[src/rtl/fa_bist_pkg.sv]
// Shared constants for the full-adder BIST checker.
// State encoding and vector bit positions used by checker and wrapper.
package fa_bist_pkg;

    localparam logic [1:0] ST_IDLE   = 2'd0;
    localparam logic [1:0] ST_DRIVE  = 2'd1;
    localparam logic [1:0] ST_SAMPLE = 2'd2;
    localparam logic [1:0] ST_DONE   = 2'd3;

    localparam int NUM_VECTORS = 8;

    localparam int VEC_A_BIT   = 2;
    localparam int VEC_B_BIT   = 1;
    localparam int VEC_CIN_BIT = 0;

endpackage

[src/rtl/fa_bist_top.sv]
// System-level unit: full adder cell plus its self-test checker.
module fa_bist_top
    import fa_bist_pkg::*;
#(
    parameter int SETTLE_CYCLES = 1,
    parameter int ERR_CNT_W     = 4
) (
    input  logic                 clk,
    input  logic                 rst,
    input  logic                 start,
    output logic                 busy,
    output logic                 done,
    output logic                 pass,
    output logic [ERR_CNT_W-1:0] err_count,
    output logic                 fail_valid,
    output logic [2:0]           fail_vec
);

    logic a, b, cin, fa_s, fa_c;

    FullAdder u_fa (
        .A   (a),
        .B   (b),
        .Cin (cin),
        .FaS (fa_s),
        .FaC (fa_c)
    );

    fa_bist_checker #(
        .SETTLE_CYCLES (SETTLE_CYCLES),
        .ERR_CNT_W     (ERR_CNT_W)
    ) u_chk (
        .clk        (clk),
        .rst        (rst),
        .start      (start),
        .dut_a      (a),
        .dut_b      (b),
        .dut_cin    (cin),
        .dut_s      (fa_s),
        .dut_cout   (fa_c),
        .busy       (busy),
        .done       (done),
        .pass       (pass),
        .err_count  (err_count),
        .fail_valid (fail_valid),
        .fail_vec   (fail_vec)
    );

endmodule

[src/rtl/full_adder.sv]
// 1-bit full adder cell exercised by the BIST checker.
module FullAdder (
    input  logic A,
    input  logic B,
    input  logic Cin,
    output logic FaS,
    output logic FaC
);

    assign FaS = A ^ B ^ Cin;
    assign FaC = (A & B) | (Cin & (A ^ B));

endmodule

[src/rtl/fa_bist_checker.sv]
// Drives all 8 {A,B,Cin} vectors into a full adder and checks sum/carry.
// Reports done/pass, a saturating mismatch count and the first failing vector.
module fa_bist_checker
    import fa_bist_pkg::*;
#(
    parameter int SETTLE_CYCLES = 1,
    parameter int ERR_CNT_W     = 4
) (
    input  logic                 clk,
    input  logic                 rst,
    input  logic                 start,
    output logic                 dut_a,
    output logic                 dut_b,
    output logic                 dut_cin,
    input  logic                 dut_s,
    input  logic                 dut_cout,
    output logic                 busy,
    output logic                 done,
    output logic                 pass,
    output logic [ERR_CNT_W-1:0] err_count,
    output logic                 fail_valid,
    output logic [2:0]           fail_vec
);

    localparam logic [ERR_CNT_W-1:0] ERR_MAX     = '1;
    localparam logic [3:0]           SETTLE_LAST = 4'(SETTLE_CYCLES - 1);
    localparam logic [2:0]           VEC_LAST    = 3'(NUM_VECTORS - 1);

    logic [1:0]           state_q, state_d;
    logic [2:0]           vec_q, vec_d;
    logic [3:0]           settle_q, settle_d;
    logic [ERR_CNT_W-1:0] err_q, err_d;
    logic                 fail_valid_q, fail_valid_d;
    logic [2:0]           fail_vec_q, fail_vec_d;
    logic                 busy_q, busy_d;
    logic                 done_q, done_d;
    logic                 pass_q, pass_d;
    logic                 dut_a_q, dut_a_d;
    logic                 dut_b_q, dut_b_d;
    logic                 dut_cin_q, dut_cin_d;

    logic [1:0] expected;
    logic       mismatch;

    // Golden result comes from the operands actually on the wires.
    assign expected = {1'b0, dut_a_q} + {1'b0, dut_b_q} + {1'b0, dut_cin_q};
    assign mismatch = ({dut_cout, dut_s} != expected);

    always_comb begin
        state_d      = state_q;
        vec_d        = vec_q;
        settle_d     = settle_q;
        err_d        = err_q;
        fail_valid_d = fail_valid_q;
        fail_vec_d   = fail_vec_q;
        busy_d       = busy_q;
        done_d       = done_q;
        pass_d       = pass_q;

        unique case (state_q)
            ST_DRIVE: begin
                if (settle_q == SETTLE_LAST) begin
                    settle_d = 4'd0;
                    state_d  = ST_SAMPLE;
                end else begin
                    settle_d = settle_q + 4'd1;
                end
            end
            ST_SAMPLE: begin
                if (mismatch) begin
                    if (err_q != ERR_MAX) begin
                        err_d = err_q + 1'b1;
                    end
                    if (!fail_valid_q) begin
                        fail_valid_d = 1'b1;
                        fail_vec_d   = vec_q;
                    end
                end
                if (vec_q == VEC_LAST) begin
                    state_d = ST_DONE;
                    busy_d  = 1'b0;
                    done_d  = 1'b1;
                    pass_d  = (err_d == '0);
                end else begin
                    vec_d   = vec_q + 3'd1;
                    state_d = ST_DRIVE;
                end
            end
            default: begin
                // IDLE and DONE both accept a fresh start.
                if (start) begin
                    state_d      = ST_DRIVE;
                    vec_d        = 3'd0;
                    settle_d     = 4'd0;
                    err_d        = '0;
                    fail_valid_d = 1'b0;
                    fail_vec_d   = 3'd0;
                    busy_d       = 1'b1;
                    done_d       = 1'b0;
                    pass_d       = 1'b0;
                end
            end
        endcase

        dut_a_d   = vec_d[VEC_A_BIT];
        dut_b_d   = vec_d[VEC_B_BIT];
        dut_cin_d = vec_d[VEC_CIN_BIT];
    end

    always_ff @(posedge clk) begin
        if (rst) begin
            state_q      <= ST_IDLE;
            vec_q        <= 3'd0;
            settle_q     <= 4'd0;
            err_q        <= '0;
            fail_valid_q <= 1'b0;
            fail_vec_q   <= 3'd0;
            busy_q       <= 1'b0;
            done_q       <= 1'b0;
            pass_q       <= 1'b0;
            dut_a_q      <= 1'b0;
            dut_b_q      <= 1'b0;
            dut_cin_q    <= 1'b0;
        end else begin
            state_q      <= state_d;
            vec_q        <= vec_d;
            settle_q     <= settle_d;
            err_q        <= err_d;
            fail_valid_q <= fail_valid_d;
            fail_vec_q   <= fail_vec_d;
            busy_q       <= busy_d;
            done_q       <= done_d;
            pass_q       <= pass_d;
            dut_a_q      <= dut_a_d;
            dut_b_q      <= dut_b_d;
            dut_cin_q    <= dut_cin_d;
        end
    end

    assign dut_a      = dut_a_q;
    assign dut_b      = dut_b_q;
    assign dut_cin    = dut_cin_q;
    assign busy       = busy_q;
    assign done       = done_q;
    assign pass       = pass_q;
    assign err_count  = err_q;
    assign fail_valid = fail_valid_q;
    assign fail_vec   = fail_vec_q;

endmodule
[config.mk]
export PLATFORM = sky130hd
export DESIGN_NAME = fa_bist_top
export DESIGN_NICKNAME = d
export VERILOG_FILES = /design/src/rtl/fa_bist_pkg.sv /design/src/rtl/fa_bist_top.sv /design/src/rtl/full_adder.sv /design/src/rtl/fa_bist_checker.sv
export SDC_FILE = /design/constraint.sdc
export NUM_CORES = 1
export LEC_CHECK = 0
export ABC_AREA = 1
export CORE_MARGIN = 8
export CORE_UTILIZATION = 55
export CTS_BUF_LIST = sky130_fd_sc_hd__clkbuf_4 sky130_fd_sc_hd__clkbuf_8 sky130_fd_sc_hd__clkbuf_16
export DETAILED_ROUTE_END_ITERATION = 10
export GPL_ROUTABILITY_DRIVEN = 1
export PLACE_DENSITY = 0.84
export SYNTH_ARGS = -nofsm -noshare
export SYNTH_HDL_FRONTEND = slang
export SYNTH_SLANG_ARGS = --single-unit
[constraint.sdc]
create_clock -name clk -period 2.15 [get_ports clk]
set_input_delay 0.215 -clock clk [delete_from_list [all_inputs] [get_ports clk]]
set_output_delay 0.215 -clock clk [all_outputs]
set_load 0.01 [all_outputs]
==> metrics.yaml <==
status: "finished, final reports clean"
min-delay-path-class: "reg2reg"
rows: 14
yosysSeqAreaShare: 0.443
postCtsSetupBuffers: 0
r2r-end: "u_chk.settle_q[2]"
syn_area_um2: 905
pwr-share-seq: 0.511
gr-total-overflow: 0
die_w_um: 56.6
grt_pass1_wl_mm: 3.15
setup_tns_ns: 0
max-cap-violations: 0
syn_avg_cell_area_um2: 7.30
slew_headroom: 0.758
final_max_slew_viol_count: 0
cp-start-kind: "flip-flop"
rsz0062_at_grt: "no"
die_h_um: 56.6
post_cts_resize_count: 0
wl_mm: 1.82
finalNetCount: 148
finClkSkew_ns: 0.00541
fp.dieArea_mm2: 0.00320
dpl.hpwl_mm: 1.40
clkPwrFrac: 0.282
power_mw: 0.769
synth_nets: 133
setup_ws_ns: 0.694
top_usage_layer: "met2"
h-tree-depth: 1
antenna_cells: 0
grtUsageMet3: 0.0225
layout_common_cells: "nand2_1, dfxtp_1, nor2_1, inv_1, clkdlybuf4s50_1"
placed_cells: 150
vias: 791
power_frac_comb: 0.207
path_clk_slew_ns: 0.11
hold_buffers: 0
fmax_mhz: 687
grt_max_degree: 12
ant_nets: 0
powerDensity_mw_per_mm2: 715
clock_path_buffers: 2
critPathCaptureType: "flip-flop"
r2r_start: "u_chk.state_q[0]"
min_to: "u_chk.fail_vec[1]"
dr.pass1.iters: 4
p_sw_mw: 0.227
antenna_found_initial: 0
cts_sinks: 20
place.gp.congestion: 0.849
ioPinCount: 14
grtUsageMet1: 0.135
synth.distinct_cells: 17
area_growth_pct: 18.9
wl_per_cell_um: 11.8
drt_iter0_drc: 19
post_drt_via_cell_ratio: 5.14
pre_cts_ws_ns: 0.669
cts_tree: "built"
core_mm2: 0.00152
hold_violations: 0
timing.final.crit_share: 0.677
leakagePower_nw: 0.454
met2_usage: 0.202
vdd_drop_max_mv: 0.531
cts_buffers: 3
grt_pass1_vias: 757
cts-root-buf: "clkbuf_4"
worstRegToRegCells: 8
min-delay-start: "u_chk.fail_vec[1]"
required_ns: 2.35
drive_gt1_frac: 0.0725
setup_viol: 0
stdcell_count: 154
yosys.area.top_type_share: 0.443
synth_area_leaders: "dfxtp_1, nand2_1, ha_1"
grt_use_total: 0.119
drc: 0
arrival_ns: 1.66
p_int_mw: 0.542
synth_seq_cells: 20
synthCells: 124
fin_util: 0.706
power_switching_share: 0.296
insertion_delay_ns: 0.30
timing.final.crit_period_ns: 1.46
synth_top_cell_by_area: "dfxtp_1"
r2r_setup_slack_ns: 0.69
crit_fanout: 6
tightest_slew_ns: 0.361
portBuffers: 13
critPathKind: "reg2reg"
yosys_warnings: 0
initial_core_util: 0.594
mostFrequentLayoutCell: "nand2_1"
holdPathStages: 2
-- cell usage after synthesis --
cell	instances
o21ai_1	1
nand3_1	9
inv_2	2
a21oi_1	9
buf_2	2
o21ai_2	1
inv_1	14
a21oi_2	3
nand2b_1	1
ha_1	6
dfxtp_1	20
a211oi_1	1
nand4_1	1
nand2_1	31
o21ai_0	4
nor2_1	18
clkbuf_2	1
-- power groups by stage --
stage	combinational (mW)	sequential (mW)	clock (mW)
floorplan	0.118	0.402	0
global placement	0.154	0.400	0
detailed placement	0.156	0.401	0
CTS	0.159	0.393	0.219
global route	0.185	0.394	0.223
finish	0.159	0.393	0.217
-- area by class of cell --
cell class              count  area [um^2]
fillers                   136          448
multi-input cells          85          429
flip-flops and latches     20          400
repair buffers             13          130
inverters                  16         60.1
clock buffers               4         36.3
well taps                  16         20.0
-- metal layers --
metal | share of wire | wire length, um
met1 | 0.46 | 844
met2 | 0.49 | 885
met3 | 0.030 | 55
met4 | 0.020 | 36
met5 | 0 | 0
-- flip-flops by register name, indices dropped and copies added (netlist names) --
signal	cells
u_chk.done	1
u_chk.state_q	2
u_chk.fail_vec	3
u_chk.vec_q	3
u_chk.fail_valid	1
u_chk.busy	1
u_chk.pass	1
u_chk.settle_q	4
u_chk.err_count	4
-- critical path, stage by stage (launching register included) --
cell and delay [ns]:
dfxtp_1 0.39, inv_1 0.08, ha_1 0.28, inv_2 0.14, o21ai_2 0.08, inv_1 0.10
nand2_1 0.07, o21ai_0 0.16, nor2_1 0.05
-- stage by stage --
| step | hold slack [ns] | cell area (um^2) |
|---|---|---|
| 2_1_floorplan | 0.403 | 905 |
| 3_3_place_gp | 0.434 | 1040 |
| 3_5_place_dp | 0.438 | 1040 |
| 4_1_cts | 0.454 | 1080 |
| 5_1_grt | 0.484 | 1080 |
| 6_report | 0.453 | 1080 |
-- cells by family after synthesis --
family / after synthesis / synth area share
AND/OR/NAND/NOR: 60 / 0.267
flip-flops: 20 / 0.443
AO/OA/AOI/OAI: 19 / 0.124
buffers and inverters: 19 / 0.0830
adder cells (fa/ha/maj): 6 / 0.0830
-- worst max path at each step --
stage	start	to	slack (ns)
after floorplan	u_chk.state_q[0]	u_chk.settle_q[2]	0.93
after global placement	rst	u_chk.settle_q[0]	0.71
after detailed placement	rst	u_chk.settle_q[0]	0.67
after CTS	u_chk.err_count[0]	err_count[0]	0.69
after global routing	u_chk.state_q[0]	u_chk.settle_q[2]	0.59
final	u_chk.state_q[0]	u_chk.settle_q[2]	0.69
Note: power is estimated with default switching activity, not from simulation.
